<file path="config.mk">
export PLATFORM = sky130hd
export DESIGN_NAME = sub32_digit_serial
export DESIGN_NICKNAME = d
export VERILOG_FILES = /design/src/rtl/adder32_pkg.sv /design/src/rtl/digit_add3.sv /design/src/rtl/sub32_digit_serial.sv
export SDC_FILE = /design/constraint.sdc
export NUM_CORES = 1
export LEC_CHECK = 0
export ABC_CLOCK_PERIOD_IN_PS = 4300
export CORE_MARGIN = 5
export CORE_UTILIZATION = 28
export CTS_BUF_LIST = sky130_fd_sc_hd__clkbuf_4 sky130_fd_sc_hd__clkbuf_8
export DETAILED_ROUTE_END_ITERATION = 16
export SYNTH_ARGS = -nofsm -noshare
export SYNTH_HDL_FRONTEND = slang
export SYNTH_HIERARCHICAL = 1
export SYNTH_SLANG_ARGS = --single-unit
</file>
<file path="constraint.sdc">
create_clock -name clk -period 4.3 [get_ports clk]
set_clock_uncertainty 0.05 [all_clocks]
set_input_delay 0.86 -clock clk [delete_from_list [all_inputs] [get_ports clk]]
set_output_delay 0.86 -clock clk [all_outputs]
set_load 0.01 [all_outputs]
</file>
<file path="src/rtl/adder32_pkg.sv">
// Shared definitions for the digit-serial 32-bit arithmetic slices.
//   WIDTH       operand/result width
//   DIGIT_W     bits handled per cycle (one adder32 partition wide)
//   NUM_DIGITS  digits needed to cover WIDTH bits
//   digit_idx_t digit counter type
//   sub_state_t sequencing states of the subtractor
package adder32_pkg;

    localparam int WIDTH      = 32;
    localparam int DIGIT_W    = 3;
    localparam int NUM_DIGITS = (WIDTH + DIGIT_W - 1) / DIGIT_W;
    localparam int IDX_W      = $clog2(NUM_DIGITS);

    typedef logic [IDX_W-1:0] digit_idx_t;

    localparam digit_idx_t LAST_DIGIT = digit_idx_t'(NUM_DIGITS - 1);

    typedef enum logic [1:0] {
        IDLE = 2'd0,
        RUN  = 2'd1,
        DONE = 2'd2
    } sub_state_t;

endpackage

</file>
<file path="src/rtl/digit_add3.sv">
// Combinational 3-bit ripple adder, one digit of the digit-serial datapath.
//   x, y  digit operands
//   cin   carry into bit 0
//   s     3-bit sum
//   cout  carry out of bit 2
module digit_add3 (
    input  logic [2:0] x,
    input  logic [2:0] y,
    input  logic       cin,
    output logic [2:0] s,
    output logic       cout
);

    logic [3:0] c;

    always_comb begin
        c    = '0;
        s    = '0;
        c[0] = cin;
        for (int i = 0; i < 3; i++) begin
            s[i]   = x[i] ^ y[i] ^ c[i];
            c[i+1] = (x[i] & y[i]) | (c[i] & (x[i] ^ y[i]));
        end
    end

    assign cout = c[3];

endmodule

</file>
<file path="src/rtl/sub32_digit_serial.sv">
// Digit-serial 32-bit subtractor: diff = a - b, three bits per cycle.
// Implemented as a + ~b + 1 through a single time-multiplexed 3-bit adder.
//   clk, rst_n           clock, async active-low reset
//   in_valid, in_ready   operand handshake (a, b)
//   out_valid, out_ready result handshake (diff, borrow, overflow)
//   borrow               a < b as unsigned
//   overflow             signed overflow of a - b
//
// state | meaning
// IDLE  | waiting for operands, in_ready high
// RUN   | one digit per cycle, k = digit being processed
// DONE  | result held, out_valid high until out_ready
module sub32_digit_serial
    import adder32_pkg::*;
(
    input  logic             clk,
    input  logic             rst_n,
    input  logic             in_valid,
    output logic             in_ready,
    input  logic [WIDTH-1:0] a,
    input  logic [WIDTH-1:0] b,
    output logic             out_valid,
    input  logic             out_ready,
    output logic [WIDTH-1:0] diff,
    output logic             borrow,
    output logic             overflow
);

    sub_state_t       state;
    digit_idx_t       k;
    logic             carry;
    logic [WIDTH-1:0] a_reg;
    logic [WIDTH-1:0] nb_reg;
    // Sum digits 0..9 accumulate here; digit 10 is merged in at the final edge.
    logic [WIDTH-3:0] acc;

    logic [WIDTH:0]   a_ext;
    logic [WIDTH:0]   nb_ext;
    logic [2:0]       x_dig;
    logic [2:0]       y_dig;
    logic [2:0]       s_dig;
    logic             c_dig;

    // Bit 32 is zero in both operands, so for the top digit s[2] is the
    // carry out of bit 31.
    assign a_ext  = {1'b0, a_reg};
    assign nb_ext = {1'b0, nb_reg};
    assign x_dig  = 3'(a_ext  >> (DIGIT_W * int'(k)));
    assign y_dig  = 3'(nb_ext >> (DIGIT_W * int'(k)));

    digit_add3 u_digit (
        .x    (x_dig),
        .y    (y_dig),
        .cin  (carry),
        .s    (s_dig),
        .cout (c_dig)
    );

    always_ff @(posedge clk or negedge rst_n) begin
        if (!rst_n) begin
            state     <= IDLE;
            in_ready  <= 1'b1;
            out_valid <= 1'b0;
            diff      <= '0;
            borrow    <= 1'b0;
            overflow  <= 1'b0;
            k         <= '0;
            carry     <= 1'b0;
            a_reg     <= '0;
            nb_reg    <= '0;
            acc       <= '0;
        end else begin
            case (state)
                IDLE: begin
                    if (in_valid) begin
                        a_reg    <= a;
                        nb_reg   <= ~b;
                        carry    <= 1'b1;
                        k        <= '0;
                        in_ready <= 1'b0;
                        state    <= RUN;
                    end
                end
                RUN: begin
                    if (k == LAST_DIGIT) begin
                        diff      <= {s_dig[1:0], acc};
                        carry     <= s_dig[2];
                        borrow    <= ~s_dig[2];
                        // b[31] is the complement of the latched ~b MSB
                        overflow  <= (a_reg[WIDTH-1] == nb_reg[WIDTH-1]) &&
                                     (s_dig[1] != a_reg[WIDTH-1]);
                        k         <= '0;
                        out_valid <= 1'b1;
                        state     <= DONE;
                    end else begin
                        acc   <= {s_dig, acc[WIDTH-3:3]};
                        carry <= c_dig;
                        k     <= k + digit_idx_t'(1);
                    end
                end
                DONE: begin
                    if (out_ready) begin
                        out_valid <= 1'b0;
                        in_ready  <= 1'b1;
                        state     <= IDLE;
                    end
                end
                default: begin
                    state     <= IDLE;
                    in_ready  <= 1'b1;
                    out_valid <= 1'b0;
                end
            endcase
        end
    end

endmodule

</file>
==> results of run 1 <==
## final cells by class
cell class	count	area [um2]
multi-input combinational	248	2281
fill	2036	13420
sequential	137	3430
inverter	13	48.80
tap	275	344.1
clock buffer	22	296.5
clock inverter	10	68.82
timing repair buffer	108	1070
## where the power goes
group	leakage, nW	internal (mW)	switching [mW]	total, mW
clock	0.184	0.465	0.485	0.950
sequential	1.66	1.94	0.448	2.39
combinational	1.47	1.45	0.995	2.45
## worst paths after layout
check | cells past startpoint | endpoint | from
setup / recovery | 14 | carry | k[0]
hold / removal | 2 | nb_reg[13] | nb_reg[13]
setup reg to reg | 14 | carry | k[0]
hold reg to reg | 2 | nb_reg[13] | nb_reg[13]
max in group asynchronous | 2 | nb_reg[16] | rst_n
min in group asynchronous | 1 | acc[0] | rst_n
## routing by layer
metal,global-route usage,vias up,wire length (um)
met1,0.1389,1753,5872
li1,-,1710,-
met3,0.02885,16,587
met5,0,-,0
met2,0.1693,95,5790
met4,0.03918,0,176
## logic make-up after synthesis
family / count (synthesis) / synth area share
DFF: 137 / 0.5783
muxes: 119 / 0.2551
adders and majority gates: 5 / 0.01435
buffers and inverters: 36 / 0.03755
and+or+nand+nor: 61 / 0.05126
AOI/OAI and AO/OA: 63 / 0.06351
## cells in the final DEF, fill, tap and decap left out, types with 4 or more instances in the layout
cell             Yosys  layout
nand2b_1             5       5
a22oi_1              4       4
clkdlybuf4s50_1      0     102
buf_4                4       5
o21ai_0             27      27
dfrtp_1            136     136
clkbuf_8             0      21
a221o_1              4       4
mux2i_1             12      12
mux4_2               6       6
clkinv_2             0       4
mux2_4              32      32
nand2_1             37      37
nor2b_1              5       5
inv_1               13      13
mux2_2              69      69
o21ai_1             15      15
## metrics by stage
stage               hold WS [ns]  instances  total power [mW]
floorplan                 0.3937        421             4.039
global placement          0.4146        781             4.833
detailed placement        0.4193        781             4.907
CTS                       0.4346        813             5.875
global route              0.4570        813             6.223
finish                    0.4324        813             5.785
## worst max-delay path, delay by kind of cell (launching register included)
family | cells | cell delay [ns]
adder cells (fa/ha/maj) | 3 | 0.94
AND/OR/NAND/NOR | 1 | 0.06
multiplexers | 1 | 0.34
flip-flops | 1 | 0.48
AO/OA/AOI/OAI | 3 | 0.45
buffers and inverters | 6 | 0.87
## Yosys cell counts
cell type,count
a21o_1,1
a21oi_1,3
a221o_1,4
a221oi_1,2
a22o_1,2
a22oi_1,4
and4bb_2,1
buf_1,2
buf_2,4
buf_4,4
buf_6,9
clkbuf_1,4
dfrtp_1,136
dfstp_2,1
fa_1,3
ha_1,2
inv_1,13
mux2_2,69
mux2_4,32
mux2i_1,12
mux4_2,6
nand2_1,37
nand2b_1,5
nand3_1,1
nand3_2,1
nand3b_2,1
nor2_1,3
nor2_4,1
nor2b_1,5
nor3_1,1
nor3b_1,2
o21ai_0,27
o21ai_1,15
o21bai_1,1
o22a_1,2
o22ai_1,1
o31ai_1,1
or3_1,2
or3b_1,1
==> results.py, run 1 <==
metrics = {
    "run_status": {
        "run_status": "finished clean",
    },
    "setup_path": {
        "crit_path_start_kind": "flip-flop",
        "cpPeakStageDelay_ns": 0.48,
        "cp_common_cell": "inv_1",
        "worst_ep_required_time_ns": 4.60,
        "setup.worst_path.end_class": "flip-flop",
        "critical_path_peak_fanout": 20,
        "timing.critical_path.cells": "buf_4 -> buf_4 -> mux2_2 -> a22oi_1 -> o21ai_1 -> inv_1 -> fa_1 -> inv_1 -> fa_1 -> inv_1 -> fa_1 -> inv_1 -> nor3_1 -> o31ai_1",
        "timing.critical_path.arrival_ns": 3.59,
        "criticalPathCategory": "reg2reg",
        "timing.reg2reg.setup_slack_ns": 1.00,
        "critical_path.slowest_cell": "dfrtp_1",
    },
    "synthesis": {
        "cell_types_with_the_largest_area_share_after_synthesis": "dfrtp_1 57%, mux2_2 13%, mux2_4 8.1%",
        "syn_avg_cell_area_um2": 14.09,
        "synth-seq-area-share": 0.5783,
        "netlist.area_leader.share": 0.5738,
        "ys_ff_latch": 137,
        "post_synth_instance_area_um2": 5931,
        "ys_types": 39,
        "synthesis.yosys.warnings": 6,
        "synth_largest_area_cell": "dfrtp_1",
        "synthesized_instance_count": 421,
        "synth.net_count": 494,
    },
    "die": {
        "pin_count": 104,
        "die_x_um": 155.5,
        "core-area_um2": 20960,
        "initial_utilization": 0.2830,
        "die-height_um": 155.5,
        "dieArea_um2": 24190,
        "std_cell_rows": 53,
    },
    "timing": {
        "share_of_the_clock_period_used_by_the_worst_path": 0.7664,
        "post-route-worst-setup-slack_ns": 1.004,
        "relSlewSlack": 0.2983,
        "unrepaired_setup_endpoints_after_global_routing": "false",
        "fmaxAchievable_mhz": 303.4,
        "final-setup-viol-count": 0,
        "timing.setup.tns_ns": 0,
        "worst-slew-pin-transition_ns": 1.053,
        "timing_max_transition_violations_final": 0,
        "final-hold-violation-count": 0,
        "period_minus_slack_ns": 3.296,
    },
    "placed_design": {
        "detailedPlace.worstSlack_ns": 0.9743,
        "port_buffers": 103,
        "placed_area_um2": 7173,
        "dp.final_hpwl_um": 9162,
        "gp_routability_congestion": 0.8096,
    },
    "detailed_routing": {
        "avgViaCountPerCell": 4.396,
        "drt_first_pass_iters": 4,
        "route.antenna.remaining_nets": 0,
        "drcViolationCount": 0,
        "num_vias": 3574,
        "drt_wl_total_um": 12430,
        "drt-initial-drc-count": 139,
        "route.detailed.wl_per_inst_um": 15.28,
    },
    "layout": {
        "post-route-util": 0.3597,
        "share_of_post_route_cells_with_drive_strength_above_1": 0.2807,
        "postLayoutCellArea_um2": 7538,
        "num-nets-final": 598,
        "num_antenna_cells": 0,
        "area_growth_syn_to_layout_pct": 27.11,
    },
    "global_routing": {
        "grt_overflow_total": 0,
        "antenna_found_initial": 0,
        "grt_first_pass_wirelength_um": 20130,
        "grt.total_usage": 0.1061,
        "first_global_vias": 3842,
        "grt_start_max_net_pins": 120,
    },
    "cts": {
        "clock_sinks": 137,
        "cts-root-to-sink-buffers": 2,
        "cts-buffers-inserted": 17,
        "clkSlewWorstSetupHoldPaths_ns": 0.07,
        "cts.hold.buffers_added": 0,
        "cts_resized": 0,
        "tritoncts": "built",
        "cts_root_buffer": "clkbuf_8",
        "clk_latency_ns": 0.44,
        "cts.repair_timing.setup_buffer_count": 0,
        "ctsHtreeMaxLevel": 4,
    },
    "power": {
        "cellPowerDensity_nw_per_um2": 767.4,
        "worst_ir_drop_vdd_uv": 303.8,
        "leakage_nw": 3.306,
    },
    "hold_path": {
        "worst_hold_path_type": "reg2reg",
    },
    "flow_run": {
        "drv.max_cap_violation_count": 0,
    },
}
(Power assumes the default switching activity.)
==> inputs of run 2 (changes only) <==
ABC_CLOCK_PERIOD_IN_PS = 3200   (was 4300)
clock period = 3.2 ns   (was 4.3 ns; I/O delays follow)
==> run 2 against run 1 <==
Compared with the run above:
- sequential power up 33%
- cell count is 1.2% higher
- sequential share of layout area shrank 1.1 points
- wire length grew 3.5%
- power grew 41%
- register-to-register slack worse by 0.82 ns
- non-clock buffer count rose by 10
- combinational power rose by 41%
- die area stayed put
- critical path type unchanged
==> results.py, run 2 (same netlist as run 1, synthesis figures left out) <==
metrics = {
    "global_routing": {
        "grt_overflow_total": 0,
        "grt.total_usage": 0.1103,
        "antenna_found_initial": 0,
        "first_global_vias": 3853,
        "grt_start_max_net_pins": 73,
        "grt_first_pass_wirelength_um": 20870,
    },
    "timing": {
        "worst-slew-pin-transition_ns": 0.5800,
        "final-hold-violation-count": 0,
        "final-setup-viol-count": 0,
        "fmaxAchievable_mhz": 331.4,
        "relSlewSlack": 0.6125,
        "share_of_the_clock_period_used_by_the_worst_path": 0.9430,
        "post-route-worst-setup-slack_ns": 0.1825,
        "period_minus_slack_ns": 3.017,
        "timing_max_transition_violations_final": 0,
    },
    "run_status": {
        "run_status": "finished clean",
    },
    "cts": {
        "cts-buffers-inserted": 17,
        "cts-root-to-sink-buffers": 2,
        "clock_sinks": 137,
        "cts_root_buffer": "clkbuf_8",
        "cts.hold.buffers_added": 0,
        "ctsHtreeMaxLevel": 4,
        "tritoncts": "built",
        "clkSlewWorstSetupHoldPaths_ns": 0.08,
        "clk_latency_ns": 0.45,
    },
    "power": {
        "total_power_mw": 8.170,
        "power.switching_mw": 2.674,
        "internal_power_mw": 5.496,
        "cellPowerDensity_nw_per_um2": 1056,
        "worst_ir_drop_vdd_uv": 448.3,
        "leakage_nw": 3.407,
        "switching_share": 0.3273,
        "relative_contribution_of_the_clock_network_to_total_power": 0.188,
        "p_comb_frac": 0.423,
        "power_frac_seq": 0.389,
    },
    "layout": {
        "postLayoutCellArea_um2": 7735,
        "share_of_post_route_cells_with_drive_strength_above_1": 0.2993,
        "layout_common_cells": "135 x dfrtp_1, 102 x clkdlybuf4s50_1, 69 x mux2_2, 37 x nand2_1, 32 x mux2_4",
        "post-route-util": 0.3691,
        "num_antenna_cells": 0,
        "area_growth_syn_to_layout_pct": 30.42,
        "layoutNonFillerInstCount": 823,
        "mostFrequentLayoutCell": "dfrtp_1",
        "num-nets-final": 608,
    },
    "setup_path": {
        "setup.worst_path.end_class": "flip-flop",
        "reg2reg_to": "carry",
        "ff2ff_path_depth": 13,
        "critical_path_peak_fanout": 13,
        "crit_path_start_kind": "flip-flop",
        "criticalPathCategory": "reg2reg",
        "timing.reg2reg.setup_slack_ns": 0.18,
        "timing.critical_path.arrival_ns": 3.27,
        "worst_ep_required_time_ns": 3.45,
        "worst_r2r_startpoint": "k[0]",
    },
    "detailed_routing": {
        "avgViaCountPerCell": 4.417,
        "route.antenna.remaining_nets": 0,
        "drcViolationCount": 0,
        "drt-initial-drc-count": 159,
        "drt_wl_total_um": 12860,
        "route.detailed.wl_per_inst_um": 15.63,
        "drt_first_pass_iters": 4,
        "num_vias": 3635,
    },
    "die": {
        "initial_utilization": 0.2830,
        "dieArea_um2": 24190,
        "die-height_um": 155.5,
        "core-area_um2": 20960,
        "pin_count": 104,
        "std_cell_rows": 53,
        "die_x_um": 155.5,
    },
    "placed_design": {
        "gp_routability_congestion": 0.8015,
        "detailedPlace.worstSlack_ns": 0.1653,
        "port_buffers": 103,
        "dp.final_hpwl_um": 9486,
        "dp.cells": 789,
        "placed_area_um2": 7258,
    },
    "flow_run": {
        "drv.max_cap_violation_count": 0,
    },
    "hold_path": {
        "worst_hold_path_type": "in2async",
    },
}
-- run 2: cell types whose count changed in the layout (fill, tap and decap cells not counted), moves of 2 or more --
cell       change
buf_12         +2
buf_4          +7
bufinv_16      +4
clkbuf_8       -4
inv_6          +2
-- run 2: cell type report --
class	count	area, um2
flip-flops and latches	137	3431
repair buffers	118	1187
inverters	13	48.80
clock buffers	17	234.0
multi-input cells	248	2291
clock inverters	15	198.9
fillers	2051	13220
well taps	275	344.1
-- run 2: how the worst max path moves through the flow --
| stage | end | slack [ns] | start | cells past startpoint |
|---|---|---|---|---|
| global placement | carry | 0.24 | k[0] | 13 |
| CTS | carry | 0.13 | k[0] | 13 |
| detailed placement | carry | 0.17 | k[0] | 13 |
| global route | carry | -0.02 | k[0] | 13 |
| finish | carry | 0.18 | k[0] | 13 |
| floorplan | carry | 0.24 | k[1] | 13 |
-- run 2: per-stage QoR --
step           TNS (ns)  hold WS, ns
2_1_floorplan         0       0.2944
3_3_place_gp          0       0.4146
3_5_place_dp          0       0.4205
4_1_cts               0       0.1148
5_1_grt        -0.01507       0.1480
6_report              0       0.1278
-- run 2: power by group through the flow --
| stage | Clock, mW | Combinational, mW | Sequential (mW) |
|---|---|---|---|
| global route | 1.68 | 3.83 | 3.30 |
| finish | 1.54 | 3.46 | 3.18 |
| CTS | 1.59 | 3.47 | 3.19 |
| global placement | 0 | 3.37 | 3.19 |
| detailed placement | 0 | 3.45 | 3.23 |
| floorplan | 0 | 2.33 | 3.10 |
-- run 2: worst max-delay path, stage by stage (launching register included) --
cell	delay [ns]
dfrtp_2	0.43
buf_12	0.16
mux2i_1	0.13
a221o_1	0.35
o21ai_0	0.17
inv_1	0.08
fa_1	0.38
inv_1	0.08
fa_1	0.17
inv_1	0.05
fa_1	0.47
inv_1	0.06
nor3_2	0.19
o31ai_1	0.10
-- run 2: timing repair --
item / CTS / global route
setup buffers: 0 / 1
endpoints found under the setup margin: 0 / 2
resized for setup: 0 / 3
-- run 2: layer usage --
layer	part of all wire	global-route usage	routed length, um	vias up
met5	0	0	0	-
met4	0.012	0.02918	155	0
met3	0.058	0.03994	751	16
met2	0.47	0.1693	6014	99
met1	0.46	0.1488	5939	1796
li1	-	-	-	1724
==> inputs of run 3 (changes only) <==
CTS_BUF_LIST = sky130_fd_sc_hd__clkbuf_8   (was sky130_fd_sc_hd__clkbuf_4 sky130_fd_sc_hd__clkbuf_8)
==> results of run 3 <==
The final DEF is identical to that of run 2; final timing and power are the same.
